$ cat src/rtl/ssd_scan_if.sv
// ssd_scan_if: time/edit inputs and scanned digit outputs of the seven-segment scan controller.
// Latency: n/a (signal bundle only).
// Backpressure: none; the display side never stalls the time source.
interface ssd_scan_if #(
    parameter int DIGITS = 4
) ();
    logic [4:0]        hour;
    logic [7:0]        min_bcd;
    logic [7:0]        sec_bcd;
    logic              mode_12h;
    logic              view_sec;
    logic [DIGITS-1:0] edit_mask;
    logic [DIGITS-1:0] ssd_ctl;
    logic [3:0]        ssd_in;
    logic              pm;

    modport master (
        output hour, min_bcd, sec_bcd, mode_12h, view_sec, edit_mask,
        input  ssd_ctl, ssd_in, pm
    );

    modport slave (
        input  hour, min_bcd, sec_bcd, mode_12h, view_sec, edit_mask,
        output ssd_ctl, ssd_in, pm
    );
endinterface

$ cat src/rtl/ssd_scan_ctrl.sv
// ssd_scan_ctrl: frame-snapshot 4/6-digit scan with 12/24 h hour conversion and edit blink (SSD_GHOST_BLANK_EN adds a blank cycle per slot).
// Latency: all outputs registered; an input change reaches the display within DIGITS*DWELL+1 cycles.
// Backpressure: none; the scan free-runs and inputs are sampled only at frame start.
module ssd_scan_ctrl #(
    parameter int DIGITS     = 4,
    parameter int DWELL      = 50000,
    parameter int BLINK_HALF = 25000000
) (
    input  logic      clk,
    input  logic      rst_n,
    ssd_scan_if.slave bus
);
    localparam int IW = $clog2(DIGITS);
    localparam int CW = $clog2(DWELL);
    localparam int BW = (BLINK_HALF > 1) ? $clog2(BLINK_HALF) : 1;

    typedef enum logic {ST_IDLE, ST_SCAN} state_t;

    state_t            state, state_n;
    logic [IW-1:0]     idx, idx_n;
    logic [CW-1:0]     cnt, cnt_n;
    logic              load;
    logic [BW-1:0]     blk_cnt;
    logic              blk_on;
    logic [4:0]        s_hour, e_hour, hd;
    logic [7:0]        s_min, s_sec, e_min, e_sec;
    logic              s_12h, s_vsec, e_12h, e_vsec;
    logic [3:0]        h_tens, h_ones;
    logic              pm_n;
    logic [3:0]        page [DIGITS];
    logic [3:0]        code_n, code_q;
    logic [DIGITS-1:0] ctl_n, ctl_q;
    logic              pm_q;
    logic              ghost;

    always_ff @(posedge clk or negedge rst_n) begin
        if (!rst_n) state <= ST_IDLE;
        else        state <= state_n;
    end

    // The first cycle out of reset opens slot 0 and takes the initial snapshot.
    always_comb begin
        state_n = ST_SCAN;
        idx_n   = idx;
        cnt_n   = cnt + 1'b1;
        load    = 1'b0;
        if (state == ST_IDLE) begin
            idx_n = '0;
            cnt_n = '0;
            load  = 1'b1;
        end else if (cnt == CW'(DWELL - 1)) begin
            cnt_n = '0;
            if (idx == IW'(DIGITS - 1)) begin
                idx_n = '0;
                load  = 1'b1;
            end else begin
                idx_n = idx + 1'b1;
            end
        end
    end

    always_ff @(posedge clk or negedge rst_n) begin
        if (!rst_n) begin
            idx    <= '0;
            cnt    <= '0;
            s_hour <= '0;
            s_min  <= '0;
            s_sec  <= '0;
            s_12h  <= 1'b0;
            s_vsec <= 1'b0;
        end else begin
            idx <= idx_n;
            cnt <= cnt_n;
            if (load) begin
                s_hour <= bus.hour;
                s_min  <= bus.min_bcd;
                s_sec  <= bus.sec_bcd;
                s_12h  <= bus.mode_12h;
                s_vsec <= bus.view_sec;
            end
        end
    end

    // Bypass the snapshot on the load edge so a new frame shows its own values from cycle one.
    assign e_hour = load ? bus.hour     : s_hour;
    assign e_min  = load ? bus.min_bcd  : s_min;
    assign e_sec  = load ? bus.sec_bcd  : s_sec;
    assign e_12h  = load ? bus.mode_12h : s_12h;
    assign e_vsec = load ? bus.view_sec : s_vsec;

    always_comb begin
        hd   = e_hour;
        pm_n = 1'b0;
        if (e_12h) begin
            if (e_hour == 5'd0)       hd = 5'd12;
            else if (e_hour >= 5'd13) hd = e_hour - 5'd12;
            pm_n = (e_hour >= 5'd12) && (e_hour <= 5'd23);
        end
        if (hd >= 5'd20) begin
            h_tens = 4'd2;
            h_ones = 4'(hd - 5'd20);
        end else if (hd >= 5'd10) begin
            h_tens = 4'd1;
            h_ones = 4'(hd - 5'd10);
        end else begin
            h_tens = 4'd0;
            h_ones = 4'(hd);
        end
        if (e_hour > 5'd23) begin
            h_tens = 4'hF;
            h_ones = 4'hF;
            pm_n   = 1'b0;
        end
    end

    if (DIGITS == 6) begin : g_six
        always_comb begin
            page[0] = h_tens;
            page[1] = h_ones;
            page[2] = e_min[7:4];
            page[3] = e_min[3:0];
            page[4] = e_sec[7:4];
            page[5] = e_sec[3:0];
        end
    end else begin : g_four
        always_comb begin
            if (e_vsec) begin
                page[0] = e_sec[7:4];
                page[1] = e_sec[3:0];
                page[2] = e_12h ? (pm_n ? 4'hB : 4'hA) : 4'hF;
                page[3] = e_12h ? 4'hC : 4'hF;
            end else begin
                page[0] = h_tens;
                page[1] = h_ones;
                page[2] = e_min[7:4];
                page[3] = e_min[3:0];
            end
        end
    end

    assign code_n = page[idx_n];

    // Blink restarts visible whenever editing begins.
    always_ff @(posedge clk or negedge rst_n) begin
        if (!rst_n) begin
            blk_cnt <= '0;
            blk_on  <= 1'b1;
        end else if (bus.edit_mask == '0) begin
            blk_cnt <= '0;
            blk_on  <= 1'b1;
        end else if (blk_cnt == BW'(BLINK_HALF - 1)) begin
            blk_cnt <= '0;
            blk_on  <= ~blk_on;
        end else begin
            blk_cnt <= blk_cnt + 1'b1;
        end
    end

    always_comb begin
        ctl_n = '1;
        for (int j = 0; j < DIGITS; j++) begin
            if ((j == DIGITS - 1 - int'(idx_n)) && !(bus.edit_mask[j] && !blk_on))
                ctl_n[j] = 1'b0;
        end
    end

`ifdef SSD_GHOST_BLANK_EN
    assign ghost = (cnt_n == '0);
`else
    assign ghost = 1'b0;
`endif

    always_ff @(posedge clk or negedge rst_n) begin
        if (!rst_n) begin
            ctl_q  <= '1;
            code_q <= 4'hF;
            pm_q   <= 1'b0;
        end else begin
            ctl_q  <= ghost ? '1 : ctl_n;
            code_q <= ghost ? 4'hF : code_n;
            pm_q   <= pm_n;
        end
    end

    assign bus.ssd_ctl = ctl_q;
    assign bus.ssd_in  = code_q;
    assign bus.pm      = pm_q;
endmodule

$ cat src/flat_wrapper.sv
// flat-port wrapper written by rule: the top's interface ports become plain ports
module ssd_scan_ctrl_flat 
#(
    parameter int DIGITS     = 4,
    parameter int DWELL      = 50000,
    parameter int BLINK_HALF = 25000000
)
  (clk, rst_n, bus_hour, bus_min_bcd, bus_sec_bcd, bus_mode_12h, bus_view_sec, bus_edit_mask, bus_ssd_ctl, bus_ssd_in, bus_pm);
  ssd_scan_if #(.DIGITS(DIGITS)) bus_i ();
  input  logic clk;
  input  logic rst_n;
  input wire logic [$bits(bus_i.hour)-1:0] bus_hour;
  input wire logic [$bits(bus_i.min_bcd)-1:0] bus_min_bcd;
  input wire logic [$bits(bus_i.sec_bcd)-1:0] bus_sec_bcd;
  input wire logic [$bits(bus_i.mode_12h)-1:0] bus_mode_12h;
  input wire logic [$bits(bus_i.view_sec)-1:0] bus_view_sec;
  input wire logic [$bits(bus_i.edit_mask)-1:0] bus_edit_mask;
  output wire logic [$bits(bus_i.ssd_ctl)-1:0] bus_ssd_ctl;
  output wire logic [$bits(bus_i.ssd_in)-1:0] bus_ssd_in;
  output wire logic [$bits(bus_i.pm)-1:0] bus_pm;
  assign bus_i.hour = bus_hour;
  assign bus_i.min_bcd = bus_min_bcd;
  assign bus_i.sec_bcd = bus_sec_bcd;
  assign bus_i.mode_12h = bus_mode_12h;
  assign bus_i.view_sec = bus_view_sec;
  assign bus_i.edit_mask = bus_edit_mask;
  assign bus_ssd_ctl = bus_i.ssd_ctl;
  assign bus_ssd_in = bus_i.ssd_in;
  assign bus_pm = bus_i.pm;
  ssd_scan_ctrl #(.DIGITS(DIGITS), .DWELL(DWELL), .BLINK_HALF(BLINK_HALF)) u_core (.clk(clk), .rst_n(rst_n), .bus(bus_i));
endmodule
$ cat config.mk
export PLATFORM = sky130hd
export DESIGN_NAME = ssd_scan_ctrl_flat
export DESIGN_NICKNAME = d
export VERILOG_FILES = /design/src/rtl/ssd_scan_if.sv /design/src/rtl/ssd_scan_ctrl.sv /design/src/flat_wrapper.sv
export SDC_FILE = /design/constraint.sdc
export NUM_CORES = 1
export LEC_CHECK = 0
export ABC_AREA = 1
export CORE_MARGIN = 2
export CORE_UTILIZATION = 54
export CTS_CLUSTER_SIZE = 30
export DETAILED_ROUTE_END_ITERATION = 12
export PLACE_DENSITY = 0.8
export SLEW_MARGIN = 40
export SYNTH_ARGS = -nofsm -noshare
export SYNTH_HDL_FRONTEND = slang
export SYNTH_SLANG_ARGS = --single-unit
$ cat constraint.sdc
create_clock -name clk -period 8.6 [get_ports clk]
set_input_delay 1.29 -clock clk [delete_from_list [all_inputs] [get_ports clk]]
set_output_delay 1.29 -clock clk [all_outputs]
set_load 0.01 [all_outputs]
Yosys cells after proc, flatten, opt, wreduce, memory -nomap -nowiden. Index checks and enable logic that the tools add are counted.

Output and inout bits: 9. Register bits after elaboration: 77. Word-level logic and storage cells: 92.

Magnitude comparators: 7. $add $sub $neg: 7. Eq/ne operators: 6. Mux-type cells: 39. Reduce and logical (&&, ||, !) cells: 18. Bitwise logic cells: 2.

Operators with widths (number): == test 3 x 32 -> 1 bit, first input constant (2); 2-to-1 mux 25 bit (2); 2-to-1 mux 16 bit (3); == test 2 x 32 -> 1 bit, first input constant (1); logical NOT 32 bit (1); 2-to-1 mux 4 bit (8); adder 25 x 1 -> 25 bit, second input constant (1); == test 25 bit, second input constant (1); 2-to-1 mux 5 bit (4); adder 16 x 1 -> 16 bit, second input constant (1); == test 16 bit, second input constant (1); 2-to-1 mux 8 bit (2); greater-or-equal comparator 5 x 4 -> 1 bit, second input constant (3); 2-to-1 mux 1 bit (15); logical AND 1 bit (9); binary-select mux 4 bit (select 2 bit) (1); 2-to-1 mux 2 bit (4); greater-or-equal comparator 5 bit, second input constant (1); > comparator 5 bit, second input constant (1); <= comparator 5 bit, second input constant (1); logical NOT 1 bit (5); logical NOT 5 bit (1); subtractor 5 x 4 -> 5 bit, second input constant (1); logical NOT 4 bit (1); 9 further kinds (9).

Longest topological paths before layout.
Depth after elaboration: 17. Mapped depth: 30. Gate-level depth less buffers: 29.

Worst setup path before layout. No wires, ideal clock.

Path kind: input -> register. Start: in bus_hour[2]. End: reg u_core.code_q[2], in the netlist u_core.bus.ssd_in[2]. Setup slack: 5469 ps. Buffers on the path: 0. Arrival time: 3052 ps. Stages on the path: 22. Data required time: 8521 ps. Cell sequence: nand3_1 nand2_4 ha_1 nand3_1 nand2_1 nand2_1 nand2_2 nand2_1 nand2_1 nand3_2 inv_2 ha_1 nand2_1 nor2_1 nor2_1 nand2_2 nand2_1 nand2_1 nand2_1 nand2_1 nand2_1 nand2_1.

Longest elaborated chain between the ends: 13.

Ends and longest elaborated chain: start, declared (line flat_wrapper.sv:12) `input wire logic [$bits(bus_i.hour)-1:0] bus_hour;`; 2-to-1 mux 5 bit (*); named net u_core.e_hour[2] (line ssd_scan_ctrl.sv:25) `logic [4:0] s_hour, e_hour, hd;`; subtractor 5 x 4 -> 5 bit / greater-or-equal comparator 5 x 4 -> 1 bit (equally long branches) (line ssd_scan_ctrl.sv:96) `else if (e_hour >= 5'd13) hd = e_hour - 5'd12;`; 2-to-1 mux 5 bit (line ssd_scan_ctrl.sv:96); 2-to-1 mux 5 bit (line ssd_scan_ctrl.sv:95) `if (e_hour == 5'd0) hd = 5'd12;`; 2-to-1 mux 5 bit (line ssd_scan_ctrl.sv:94) `if (e_12h) begin`; subtractor 4 bit / greater-or-equal comparator 5 x 4 -> 1 bit (equally long branches) (line ssd_scan_ctrl.sv:104, ssd_scan_ctrl.sv:102); 2-to-1 mux 4 bit (line ssd_scan_ctrl.sv:102) `end else if (hd >= 5'd10) begin`; 2-to-1 mux 4 bit (line ssd_scan_ctrl.sv:99) `if (hd >= 5'd20) begin`; 2-to-1 mux 4 bit (line ssd_scan_ctrl.sv:109) `if (e_hour > 5'd23) begin`; 2-to-1 mux 16 bit (*) (line ssd_scan_ctrl.sv:127) `if (e_vsec) begin`; binary-select mux 4 bit (select 2 bit) (*) (line ssd_scan_ctrl.sv:141) `assign code_n = page[idx_n];`; 2-to-1 mux 4 bit (not written as such) (*) (2 in series) (line ssd_scan_ctrl.sv:141); named net u_core.code_n[2] (line ssd_scan_ctrl.sv:31) `logic [3:0] code_n, code_q;`; end signal, assigned (line ssd_scan_ctrl.sv:180) `code_q <= ghost ? 4'hF : code_n;`; end, declared (line ssd_scan_ctrl.sv:31).

The timed path passes the listed nets; every way through them passes the cells marked *. The select of a mux whose other input is x is not followed. A chain may end at the register's enable or synchronous reset.

Final worst setup path.
Start: reg u_core.cnt[0]. End: reg u_core.code_q[2], in the netlist u_core.bus.ssd_in[2].

Longest elaborated chain between the ends: 16.

Ends and longest elaborated chain: start, declared (line ssd_scan_ctrl.sv:21) `logic [CW-1:0] cnt, cnt_n;`; start signal, assigned (line ssd_scan_ctrl.sv:73) `cnt <= cnt_n;`; == test 16 bit (*) (line ssd_scan_ctrl.sv:51) `end else if (cnt == CW'(DWELL - 1)) begin`; 2-to-1 mux 1 bit (*) (line ssd_scan_ctrl.sv:51); 2-to-1 mux 1 bit (*) (line ssd_scan_ctrl.sv:47) `if (state == ST_IDLE) begin`; 2-to-1 mux 5 bit (*); named net u_core.e_hour[3] (line ssd_scan_ctrl.sv:25); subtractor 5 x 4 -> 5 bit / greater-or-equal comparator 5 x 4 -> 1 bit (equally long branches) (line ssd_scan_ctrl.sv:96); 2-to-1 mux 5 bit (line ssd_scan_ctrl.sv:96); 2-to-1 mux 5 bit (line ssd_scan_ctrl.sv:95); 2-to-1 mux 5 bit (line ssd_scan_ctrl.sv:94); greater-or-equal comparator 5 x 4 -> 1 bit / subtractor 4 bit (equally long branches) (line ssd_scan_ctrl.sv:102, ssd_scan_ctrl.sv:104); 2-to-1 mux 4 bit (line ssd_scan_ctrl.sv:102); 2-to-1 mux 4 bit (line ssd_scan_ctrl.sv:99); 2-to-1 mux 4 bit (line ssd_scan_ctrl.sv:109); 2-to-1 mux 16 bit (*) (line ssd_scan_ctrl.sv:127); binary-select mux 4 bit (select 2 bit) (*) (line ssd_scan_ctrl.sv:141); 2-to-1 mux 4 bit (not written as such) (*) (2 in series) (line ssd_scan_ctrl.sv:141); named net u_core.code_n[2] (line ssd_scan_ctrl.sv:31).

Marked as above.

==> results.txt <==
The cell at the root of the clock tree is sky130_fd_sc_hd__clkbuf_8. The Yosys step of the flow raised 0 warnings. The classification of the worst-slack hold path is register to register.

The cell-internal power came out at 0.0006394 W. TritonCTS built the clock tree. The delay contributed by the slowest stage of the critical path came out at 370 ps. The post-layout worst setup margin came out at 4908 ps. The clock edge transition at the registers on the reported setup and hold paths is 90 ps.

The synthesized netlist net count came out at 531. The I/O pin count came out at 38. The net switching power came out at 0.0002632 W.

In the synthesized netlist the async set-or-reset flop fraction comes to 100.0%. The share of synthesized area in the top cell type comes to 41.94%. The transition at the pin with the smallest max-transition slack came out at 674.0 ps. The final global-route overflow total came out at 0. Sequential cells were found to cover 47.76% of the synthesized design area. The total of fill cells in the finished design came out at 608. STA classifies the critical path startpoint as a register.

The synthesized netlist cell count is 495. The H-tree was split into 3 levels. Of the available clock period, the critical path in the final layout requires 42.93%. Of the total power, the share spent switching nets is 29.16%. The slowest stage of the critical path belongs to the cell sky130_fd_sc_hd__dfrtp_1. In this run, synthesis produced a sequential element count of 77. The placer's final routability congestion estimate is 0.8930. The number of vias in the routed layout came out at 3402.

The power share of the clock group is 32.6%. The final count of pins violating max slew is 0. The die width is 90.69 µm. The part of the power in combinational logic is 20.2%.

Setup total negative slack on the finished layout was measured at 0 ps. Clock tree synthesis found a total of 77 sinks. The number of max-cap violations came out at 0.

The beginning of the worst hold path is u_core.cnt[0]. The pre-CTS worst setup slack came out at 4725 ps. Once placement completed, the tool counted placed cells totaling 623. The buffers inserted during post-CTS setup optimization is 0. The cell depth of the worst hold path is 1.

The netlist uses 48 different library cells. Of all nets on the critical path, the largest fanout is 29. In the final layout, the multi-input gates occupy 0.001783 mm². By area the synthesized netlist is led by sky130_fd_sc_hd__dfrtp_1, sky130_fd_sc_hd__nand2_1, sky130_fd_sc_hd__inv_1, sky130_fd_sc_hd__dfstp_2, sky130_fd_sc_hd__nor2_1. The global-route wire length before repair came out at 15090 µm.

The category of the most critical setup path is register to register. The worst path arrival time came out at 3980 ps. Setup violations remaining at the end of the flow were counted as 0. The most common cell after layout, fill and taps aside is sky130_fd_sc_hd__nand2_1. The maximum number of pins on one net before global-route repair came out at 78. The cell area after synthesis came out at 0.004058 mm². The count of input and output buffers is 37. The worst reg2reg path depth came out at 28. The most repeated library cell on the critical path is sky130_fd_sc_hd__nand2_1. The number of antenna violations at the first check in global routing is 0. The worst clock skew on the final layout is 15.05 ps. The final non-filler cell total is 639.

The total routing resource utilization after global routing is 22.63%. The number of flops mapped to enable cells by yosys came out at 0. Setup repair after global routing left no endpoint under its margin.

The y dimension of the die came out at 90.69 µm. The initial cell density of the core is 55.94%. The number of global-route vias before repair is 3315. The top cell types in the final layout, fill and taps aside, are sky130_fd_sc_hd__nand2_1, sky130_fd_sc_hd__inv_1, sky130_fd_sc_hd__dfrtp_1. The total half-perimeter wirelength after legalization and detailed placement came out at 6183 µm. The worst register-to-register path ends at u_core.bus.ssd_in[2].

The sink of the worst hold path is u_core.cnt[0]. The time the worst path needs with I/O delays and setup came out at 3692 ps. After floorplanning, the core was divided into 31 placement rows. Clock tree synthesis inserted a total of 9 buffers.

Compared with the post-synthesis result, the final layout area differs by 16.31%. The cell type contributing the most total cell area after synthesis is sky130_fd_sc_hd__dfrtp_1. The final hold violation count is 0.

Across all hold checks on the routed design, the worst slack comes to 469.1 ps. The core region is 0.007253 mm². The cell leakage power is 2.212 nW.

The number of DRC markers after the initial detailed-route iteration is 208. At the end of the flow, the number of nets in the layout was 571. STA classifies the critical path endpoint as a register. The peak supply drop came out at 0.09937 mV. The primary flip-flop cell chosen by synthesis mapping is sky130_fd_sc_hd__dfrtp_1. After detailed routing, the number of remaining DRC violations is 0. The worst reg-to-reg setup slack is 4910 ps. The number of gates resized after cts came out at 0. The storage element area came out at 0.001938 mm². A synthesized cell averages 8.197 µm². The critical path data required time is 8890 ps. Sequential cells burn 47.3% of the power. The achievable clock frequency is 270.9 MHz. Cells fill 65.07% of the core in the end. The die outline area came out at 0.008224 mm². The detailed-route wire length per cell is 13.43 µm. The detail-routed via count per cell came out at 5.324. In this run the power density over the cells is 191.3 mW/mm². The startpoint identified for the worst register-to-register timing path is u_core.cnt[0]. The fraction of layout instances using a drive strength above 1 is 11.48%. The total iterations of the first detailed-routing run came out at 5.

The number of hold buffers added after CTS was 0. The buffer depth of the longest clock path came out at 2. The total length of routed wires came out at 8579 µm.

The clock latency on the worst-skew pair came out at 350 ps. The count of nets left with antenna violations once routing finished came out at 0. The count of antenna diodes in the layout came out at 0. In this run the tightest slew margin relative to its limit is 54.65%.

The run finished with clean final reports.
registers in the layout (all words and copies together), names as in the netlist, 2 cells and up:
signal	count
u_core.blk_cnt	25
u_core.cnt	16
u_core.s_min	8
u_core.s_sec	8
u_core.s_hour	5
u_core.bus.ssd_ctl	4
u_core.bus.ssd_in	4
u_core.idx	2
Yosys cell counts (2+ instances only):
cell,instances
sky130_fd_sc_hd__nor2_2,4
sky130_fd_sc_hd__a21oi_1,28
sky130_fd_sc_hd__nand3b_1,2
sky130_fd_sc_hd__o21ai_4,2
sky130_fd_sc_hd__nor3b_1,6
sky130_fd_sc_hd__xnor2_1,2
sky130_fd_sc_hd__o21a_1,4
sky130_fd_sc_hd__nand2_1,101
sky130_fd_sc_hd__nor4_2,2
sky130_fd_sc_hd__clkbuf_1,5
sky130_fd_sc_hd__ha_1,7
sky130_fd_sc_hd__and2_1,2
sky130_fd_sc_hd__dfstp_2,9
sky130_fd_sc_hd__nand3_1,27
sky130_fd_sc_hd__inv_2,5
sky130_fd_sc_hd__dfrtp_1,68
sky130_fd_sc_hd__o21ai_0,21
sky130_fd_sc_hd__nand2_2,6
sky130_fd_sc_hd__nor2_1,51
sky130_fd_sc_hd__mux2_2,6
sky130_fd_sc_hd__nand2_4,3
sky130_fd_sc_hd__o21ai_1,3
sky130_fd_sc_hd__or2_2,2
sky130_fd_sc_hd__mux2i_1,3
sky130_fd_sc_hd__nand4_1,9
sky130_fd_sc_hd__a31oi_1,4
sky130_fd_sc_hd__inv_1,72
sky130_fd_sc_hd__a211oi_1,3
sky130_fd_sc_hd__o21bai_1,2
sky130_fd_sc_hd__nor4_1,3
sky130_fd_sc_hd__xor2_1,2
sky130_fd_sc_hd__nor3_1,15
per-stage QoR:
stage | power, W | cell area [µm²]
after floorplan | 0.0005512 | 4058
after global placement | 0.0006031 | 4499
after detailed placement | 0.0006139 | 4503
after CTS | 0.0009090 | 4717
after global routing | 0.0009543 | 4720
final | 0.0009026 | 4720
metal layers:
layer  up-vias  track usage [%]  routed length [µm]  part of all wire (%)
met5         -                0                   0                     0
met4         0            8.462                 172                   2.0
met3        18            3.422                 351                   4.1
met2        89            36.75                4051                    47
met1      1613            30.81                4003                    47
li1       1682                -                   -                     -
cell type report:
| cell class | instances | area share [%] |
|---|---|---|
| clock buffer | 9 | 2.625 |
| clock inverter | 7 | 1.909 |
| inverter | 77 | 6.124 |
| multi-input combinational | 333 | 37.78 |
| sequential | 77 | 41.07 |
| tap | 99 | 2.625 |
| timing repair buffer | 37 | 7.874 |
critical path, delay by kind of cell (launching register included):
| family | cells | cell delay [ps] |
|---|---|---|
| fa+ha+maj | 3 | 630 |
| buf+inv | 1 | 50 |
| flops | 1 | 370 |
| simple gates | 24 | 2560 |
worst max-delay path by stage:
| stage | slack [ps] | to | start |
|---|---|---|---|
| floorplan | 5470 | u_core.bus.ssd_in[2] | bus_hour[2] |
| global placement | 4890 | u_core.bus.ssd_in[2] | bus_hour[3] |
| detailed placement | 4720 | u_core.bus.ssd_in[2] | bus_hour[3] |
| finish | 4910 | u_core.bus.ssd_in[2] | u_core.cnt[0] |
| global route | 4400 | u_core.bus.ssd_in[2] | u_core.cnt[0] |
| CTS | 4900 | u_core.bus.ssd_in[2] | u_core.cnt[0] |
power groups by stage:
stage	registers [W]	logic [W]	clock network (W)
3_5_place_dp	0.000433	0.000181	0
3_3_place_gp	0.000431	0.000172	0
2_1_floorplan	0.000432	0.000120	0
5_1_grt	0.000432	0.000206	0.000316
6_report	0.000427	0.000182	0.000294
4_1_cts	0.000426	0.000182	0.000300
logic make-up (layout without fill, tap and decap cells):
logic type | after synthesis | count (layout) | synth area share, %
XOR/XNOR | 4 | 4 | 0.8636
flip-flops | 77 | 77 | 47.76
AO/OA/AOI/OAI | 72 | 72 | 10.51
AND/OR/NAND/NOR | 240 | 240 | 27.84
multiplexers | 9 | 9 | 2.405
other | 1 | 1 | 0.09242
adder cells (fa/ha/maj) | 7 | 7 | 2.158
buffers and inverters | 85 | 130 | 8.356
Power figures use the tool's default switching activity.
